### src/rtl/dmem_arbiter.sv
// dmem_arbiter: shares one data-memory port between the CPU LSU and a host/DMA port.
// Ports: cpu_* and host_* req/gnt/rvalid handshakes, host_lock burst hold, mem_* command/return.
module dmem_arbiter #(
  parameter int ADDR_W   = 10,
  parameter int DATA_W   = 16,
  parameter int LOCK_MAX = 8
) (
  input  logic              clk,
  input  logic              rst,
  input  logic              cpu_req,
  input  logic              cpu_we,
  input  logic [ADDR_W-1:0] cpu_addr,
  input  logic [DATA_W-1:0] cpu_wdata,
  output logic              cpu_gnt,
  output logic              cpu_rvalid,
  output logic [DATA_W-1:0] cpu_rdata,
  input  logic              host_req,
  input  logic              host_we,
  input  logic [ADDR_W-1:0] host_addr,
  input  logic [DATA_W-1:0] host_wdata,
  input  logic              host_lock,
  output logic              host_gnt,
  output logic              host_rvalid,
  output logic [DATA_W-1:0] host_rdata,
  output logic              mem_R,
  output logic              mem_W,
  output logic [ADDR_W-1:0] mem_address,
  output logic [DATA_W-1:0] mem_out,
  input  logic [DATA_W-1:0] mem_in
);

  localparam int CW = $clog2(LOCK_MAX + 1);
  localparam logic [CW-1:0] LMAX = CW'(LOCK_MAX);

  logic          last;
  logic [CW-1:0] lock_cnt;
  logic          lock_win;
  logic          host_pick;
  logic          any_gnt;
  logic          sel_we;
  logic [ADDR_W-1:0] sel_addr;
  logic [DATA_W-1:0] sel_wdata;

  // owner pipeline, first stage; second stage is the rvalid register
  logic rd_v;
  logic rd_own;

  always_comb begin
    lock_win  = host_lock && last && (lock_cnt < LMAX);
    host_pick = host_req && (!cpu_req || !last || lock_win);
    host_gnt  = rst && host_pick;
    cpu_gnt   = rst && cpu_req && !host_pick;
    any_gnt   = cpu_gnt || host_gnt;
    sel_we    = host_gnt ? host_we    : cpu_we;
    sel_addr  = host_gnt ? host_addr  : cpu_addr;
    sel_wdata = host_gnt ? host_wdata : cpu_wdata;
  end

  always_ff @(posedge clk or negedge rst) begin
    if (!rst) begin
      last        <= 1'b1;
      lock_cnt    <= '0;
      mem_R       <= 1'b0;
      mem_W       <= 1'b0;
      mem_address <= '0;
      mem_out     <= '0;
      rd_v        <= 1'b0;
      rd_own      <= 1'b0;
      cpu_rvalid  <= 1'b0;
      host_rvalid <= 1'b0;
      cpu_rdata   <= '0;
      host_rdata  <= '0;
    end else begin
      if (cpu_gnt) begin
        last <= 1'b0;
      end else if (host_gnt) begin
        last <= 1'b1;
      end

      // only count host grants that actually starve a waiting CPU
      if (cpu_gnt || !host_lock) begin
        lock_cnt <= '0;
      end else if (host_gnt && cpu_req && lock_cnt < LMAX) begin
        lock_cnt <= lock_cnt + CW'(1);
      end

      mem_R <= any_gnt;
      mem_W <= any_gnt && sel_we;
      if (any_gnt) begin
        mem_address <= sel_addr;
        mem_out     <= sel_wdata;
      end

      rd_v   <= any_gnt && !sel_we;
      rd_own <= host_gnt;

      cpu_rvalid  <= rd_v && !rd_own;
      host_rvalid <= rd_v && rd_own;
      if (rd_v && !rd_own) begin
        cpu_rdata <= mem_in;
      end
      if (rd_v && rd_own) begin
        host_rdata <= mem_in;
      end
    end
  end

endmodule

### config.mk
export PLATFORM = sky130hd
export DESIGN_NAME = dmem_arbiter
export DESIGN_NICKNAME = d
export VERILOG_FILES = /design/src/rtl/dmem_arbiter.sv
export SDC_FILE = /design/constraint.sdc
export NUM_CORES = 1
export LEC_CHECK = 0
export CORE_AREA = 2 2 88 90
export CTS_CLUSTER_DIAMETER = 200
export DETAILED_ROUTE_END_ITERATION = 12
export DIE_AREA = 0 0 90 92
export DONT_BUFFER_PORTS = 1
export PLACE_DENSITY_LB_ADDON = 0.08
export SKIP_CTS_REPAIR_TIMING = 1
export SYNTH_ARGS = -nofsm -noshare
export SYNTH_HDL_FRONTEND = slang
export SYNTH_SLANG_ARGS = --single-unit
### constraint.sdc
create_clock -name clk -period 1.6 [get_ports clk]
set_input_delay 0.16 -clock clk [delete_from_list [all_inputs] [get_ports clk]]
set_output_delay 0.16 -clock clk [all_outputs]
set_load 0.02 [all_outputs]
Yosys cells after proc, flatten, opt, wreduce, memory -nomap -nowiden
Cells that the tools add are included.
Storage, ports and cells
  bits in registers: 69
  input port bits: 75
Operators by class
  reduce and logical (&&, ||, !) cells: 24
  magnitude comparators: 1
  add/subtract/negate cells: 1
  muxes and demuxes: 7
Operators by type and width (number)
  two-way mux 16 bit: 1
  logical AND 1 bit: 12
  two-way mux 10 bit: 1
  two-way mux 4 bit: 2
  zero test 1 bit: 6
  adder 4 x 1 -> 4 bit, second input constant: 1
  logical OR 1 bit: 4
  < comparator 4 bit, second input constant: 1
  nonzero test 2 bit: 2
  two-way mux 1 bit: 3

Depth between registers and ports, before layout
  depth after elaboration: 9
  depth in mapped cells: 6

Worst setup path after synthesis
Ideal clock, no wire load.
  path kind: register to register
  start point: register last
  end point: register lock_cnt[1]
  buffers on the path: 0
  arrival time: 1258 ps
  clock period less this slack: 1378 ps
  cell stages (with the launch flop): 5
  data required time: 1480 ps
  setup slack: 222 ps
  setup time: 120 ps
  path through: dfstp_2 and2b_4 nor4b_4 mux2_1 and3_1
Between the ends
  word-level cells in the longest chain between the ends: 8
  elaborated cells between the ends (all ways): 14
  those cells by class: 1 x mux; 13 x reduce/logical
RTL lines
  start, declared: line 35  | logic last;
  start signal, assigned: line 61  | last <= 1'b1;
  start signal, assigned: line 75  | last <= 1'b0;
  start signal, assigned: line 77  | last <= 1'b1;
  zero test 1 bit / logical AND 1 bit (equally long branches): line 50, 49
  logical OR 1 bit / logical AND 1 bit (equally long branches): line 50, 49
  logical OR 1 bit (*): line 50  | host_pick = host_req && (!cpu_req || !last || lock_win);
  logical AND 1 bit (*): line 50
  zero test 1 bit / logical AND 1 bit (equally long branches): line 52, 51
  logical AND 1 bit (on tied branches): line 52, 83
  logical OR 1 bit / logical AND 1 bit (equally long branches): line 81, 83
  two-way mux 4 bit / nonzero test 2 bit (equally long branches)
  end signal, assigned: line 84  | lock_cnt <= lock_cnt + CW'(1);
  end, declared: line 36  | logic [CW-1:0] lock_cnt;
Mark *: on every way between the ends. The rest lies on a longest branch, timed or not.
A chain may end at the register's enable or synchronous reset.

Final worst setup path
  start point: register lock_cnt[3]
  end point: output port host_gnt
Between the ends
  word-level cells in the longest chain between the ends: 5
RTL lines
  < comparator 4 bit: line 49  | lock_win = host_lock && last && (lock_cnt < LMAX);
  logical AND 1 bit: line 49
  logical OR 1 bit: line 50
  logical AND 1 bit: line 50
  logical AND 1 bit: line 51  | host_gnt = rst && host_pick;
  end, declared: line 22  | output logic host_gnt,
No other way between the ends.

==> flow_summary_export.csv <==
group,metric,value,unit
outcome,status,"finished with violations",
outcome,violations,"hold timing",
grt,grt_pass1_vias,1883,
logic_synthesis,netlist-cell-type-count,32,
timing,max_freq,0.633,GHz
timing,fin_skew,0.00454,ns
setup_path,critPathMaxFanout,4,
logic_synthesis,synth_fa_ha_area_share,0.441,%
timing,finalSetupViolations,0,
logic_synthesis,yosysSeqAreaShare,60.9,%
logic_synthesis,synthesis.area,2840,µm²
cts,clockBufferDepth,2,
timing,hold_viol,70,
floorplanning,start_util,38.1,%
hold_path,hold_class,"input port to asynchronous set/reset pin",
cts,cts-htree-levels,3,
setup_path,end_kind,"output port",
placed_design,place_congestion,0.735,
timing,tightestPinTransition,0.396,ns
timing,fin_crit_sh,98.7,%
timing,slew_viol_final,0,
cts,cts.sinks,69,
logic_synthesis,synth_seq_cells,69,
grt,grt_max_degree,74,
logic_synthesis,synth_nets,288,
logic_synthesis,synth-simple-area-share,6.35,%
detailed_routing,avgRoutedWirePerCell,17.8,µm
layout,final_cell_mix,"dfrtp_1 (67), dlygate4sd3_1 (45), mux2_2 (32), nand2_1 (19), o21ai_0 (16)",
detailed_routing,via_per_inst,5.14,
placed_design,dp_hpwl,4.33,mm
setup_path,cp.required,1.44,ns
floorplanning,die_y,92,µm
power_and_ir_drop,vdd_drop_max,0.521,mV
power_and_ir_drop,p_per_area,1250,nW/µm²
layout,n_antenna_cell,0,
layout,final_nets,348,
logic_synthesis,synth_mux_area_share,18.4,%
logic_synthesis,synth-xor-area-share,0.617,%
setup_path,start_kind,"flop",
logic_synthesis,synth_compound_area_share,10.7,%
grt,overflow,0,
grt,grt_usage,14.7,%
cts,clk_pin_slew_worst_paths,0.07,ns
cts,cts_root_buf,"clkbuf_8",
detailed_routing,routed_wl,6.73,mm
floorplanning,rows,32,
grt,antenna_found_initial,0,
setup_path,worst-r2r-cell-count,4,
detailed_routing,drt_iter0_drc,71,
layout,final_core_utilization,50.2,%
setup_path,crit_type,"flop to output port",
flow_run,cap_violations,0,
timing,rsz0062_at_grt,"yes",
layout,drive_gt1_share,27.2,%
timing,max_slew_margin,73.6,%
placed_design,dp_cells,308,
cts,numCtsBuffers,9,
detailed_routing,drc,0,
floorplanning,die_w,90,µm
logic_synthesis,avgSynthCellArea,13.4,µm²
detailed_routing,vias,1942,
placed_design,portBuffers,0,
logic_synthesis,synth_warnings,0,
grt,grt_pass1_wl,9.51,mm
setup_path,critPathArrivalTime,1.42,ns
detailed_routing,antenna_left,0,
floorplanning,io_pins,139,
layout,syn_to_final_growth,31.8,%
setup_path,reg2reg_slack,0.08,ns
floorplanning,die_area,8280,µm²
logic_synthesis,synth_top_family_by_area,"multiplexers",
layout,final_common_cell,"dfrtp_1",
logic_synthesis,syn-instance-count,212,
cts,clk_latency,0.33,ns
layout,final_cells,378,
cts,cts_tree,"built",
timing,holdWs,-0.484,ns
power_and_ir_drop,power.leakage,0.00169,µW
timing,fin_crit,1.58,ns
detailed_routing,dr.pass1.iters,4,
floorplanning,fp.coreArea,7450,µm²
[cell usage after synthesis]
cell      count  share of area, %
mux2i_1      15               5.3
o211a_1       1              0.35
nand3_1       2              0.35
ha_1          1              0.44
and2b_4       1              0.35
clkbuf_2      1              0.18
nand2_4       1              0.40
nor4b_4       1              0.84
a31o_2        1              0.31
inv_2         1              0.13
dfstp_2       1              0.93
o22ai_1      11               2.4
dfrtp_1      68                60
nand2_2       1              0.22
o21ba_2       2              0.71
nand2_1      19               2.5
xor2_1        2              0.62
o21ai_0      16               2.8
mux2_2       32                13
nor2b_1       1              0.22
o21ai_1       2              0.35
a21o_1        2              0.53
buf_4         2              0.53
or3_1         1              0.22
o21ba_1       9               3.2
inv_1         3              0.40
nor2_1        1              0.13
nor4_1        1              0.22
nand2b_1      1              0.22
buf_2         8               1.4
and3_1        3              0.66
mux2_1        1              0.40
[metrics by stage]
stage | total power, µW | setup TNS (ns) | worst slack [ns] | instance area, µm² | hold slack, ns
after floorplan | 3050 | 0 | 0.222 | 2840 | -0.136
after global placement | 3160 | 0 | 0.152 | 2970 | -0.134
after detailed placement | 3210 | 0 | 0.0649 | 2970 | -0.134
after CTS | 4630 | -0.594 | -0.312 | 3170 | -0.507
final | 4680 | 0 | 0.0205 | 3740 | -0.484
after global routing | 4930 | -0.0240 | -0.0240 | 3740 | -0.517
[cells by family after synthesis]
kind of cell	count (synthesis)
flip-flops	69
multiplexers	48
AO/OA/AOI/OAI	44
AND/OR/NAND/NOR	33
buffers and inverters	15
XOR/XNOR	2
adder cells (fa/ha/maj)	1
[sequential cells by signal, summed over array words and instances, names as in the netlist]
signal and flops:
cpu_rdata 16, cpu_rvalid 1, host_rdata 16, host_rvalid 1, last 1, lock_cnt 4, mem_R 1, mem_W 1
mem_address 10, mem_out 16, rd_own 1, rd_v 1
[layer usage]
layer	global-route usage, %	vias up	share of wire (%)
met4	6.28	0	2.2
li1	-	873	-
met3	5.92	13	6.4
met1	16.4	970	38
met5	0	-	0
met2	25.0	86	54
[path summary, 6_finish.rpt]
kind                           startpoint            end
max                           lock_cnt[3]       host_gnt
min                                   rst  host_rdata[4]
max reg2reg                   lock_cnt[3]    lock_cnt[1]
min reg2reg                          last           last
max in group asynchronous             rst           last
min in group clk           host_wdata[13]    mem_out[13]
[cell type report]
cell class                 count  area (µm²)
fill                         675        3710
sequential                    69        1730
multi-input combinational    128        1060
timing repair buffer          60         606
clock buffer                  10         138
tap                          102         128
clock inverter                 5        61.3
inverter                       4        20.0
[worst max-delay path, cell delays in order, from the launching register on]
cell      delay, ns
dfrtp_2        0.43
nand2b_4       0.15
a31o_4         0.25
clkinv_4       0.06
buf_12         0.10
buf_12         0.10
[where the power goes]
part | switching [µW] | internal, µW
Sequential | 629 | 2070
Clock | 633 | 756
Combinational | 213 | 383
Power figures use the tool's default switching activity.
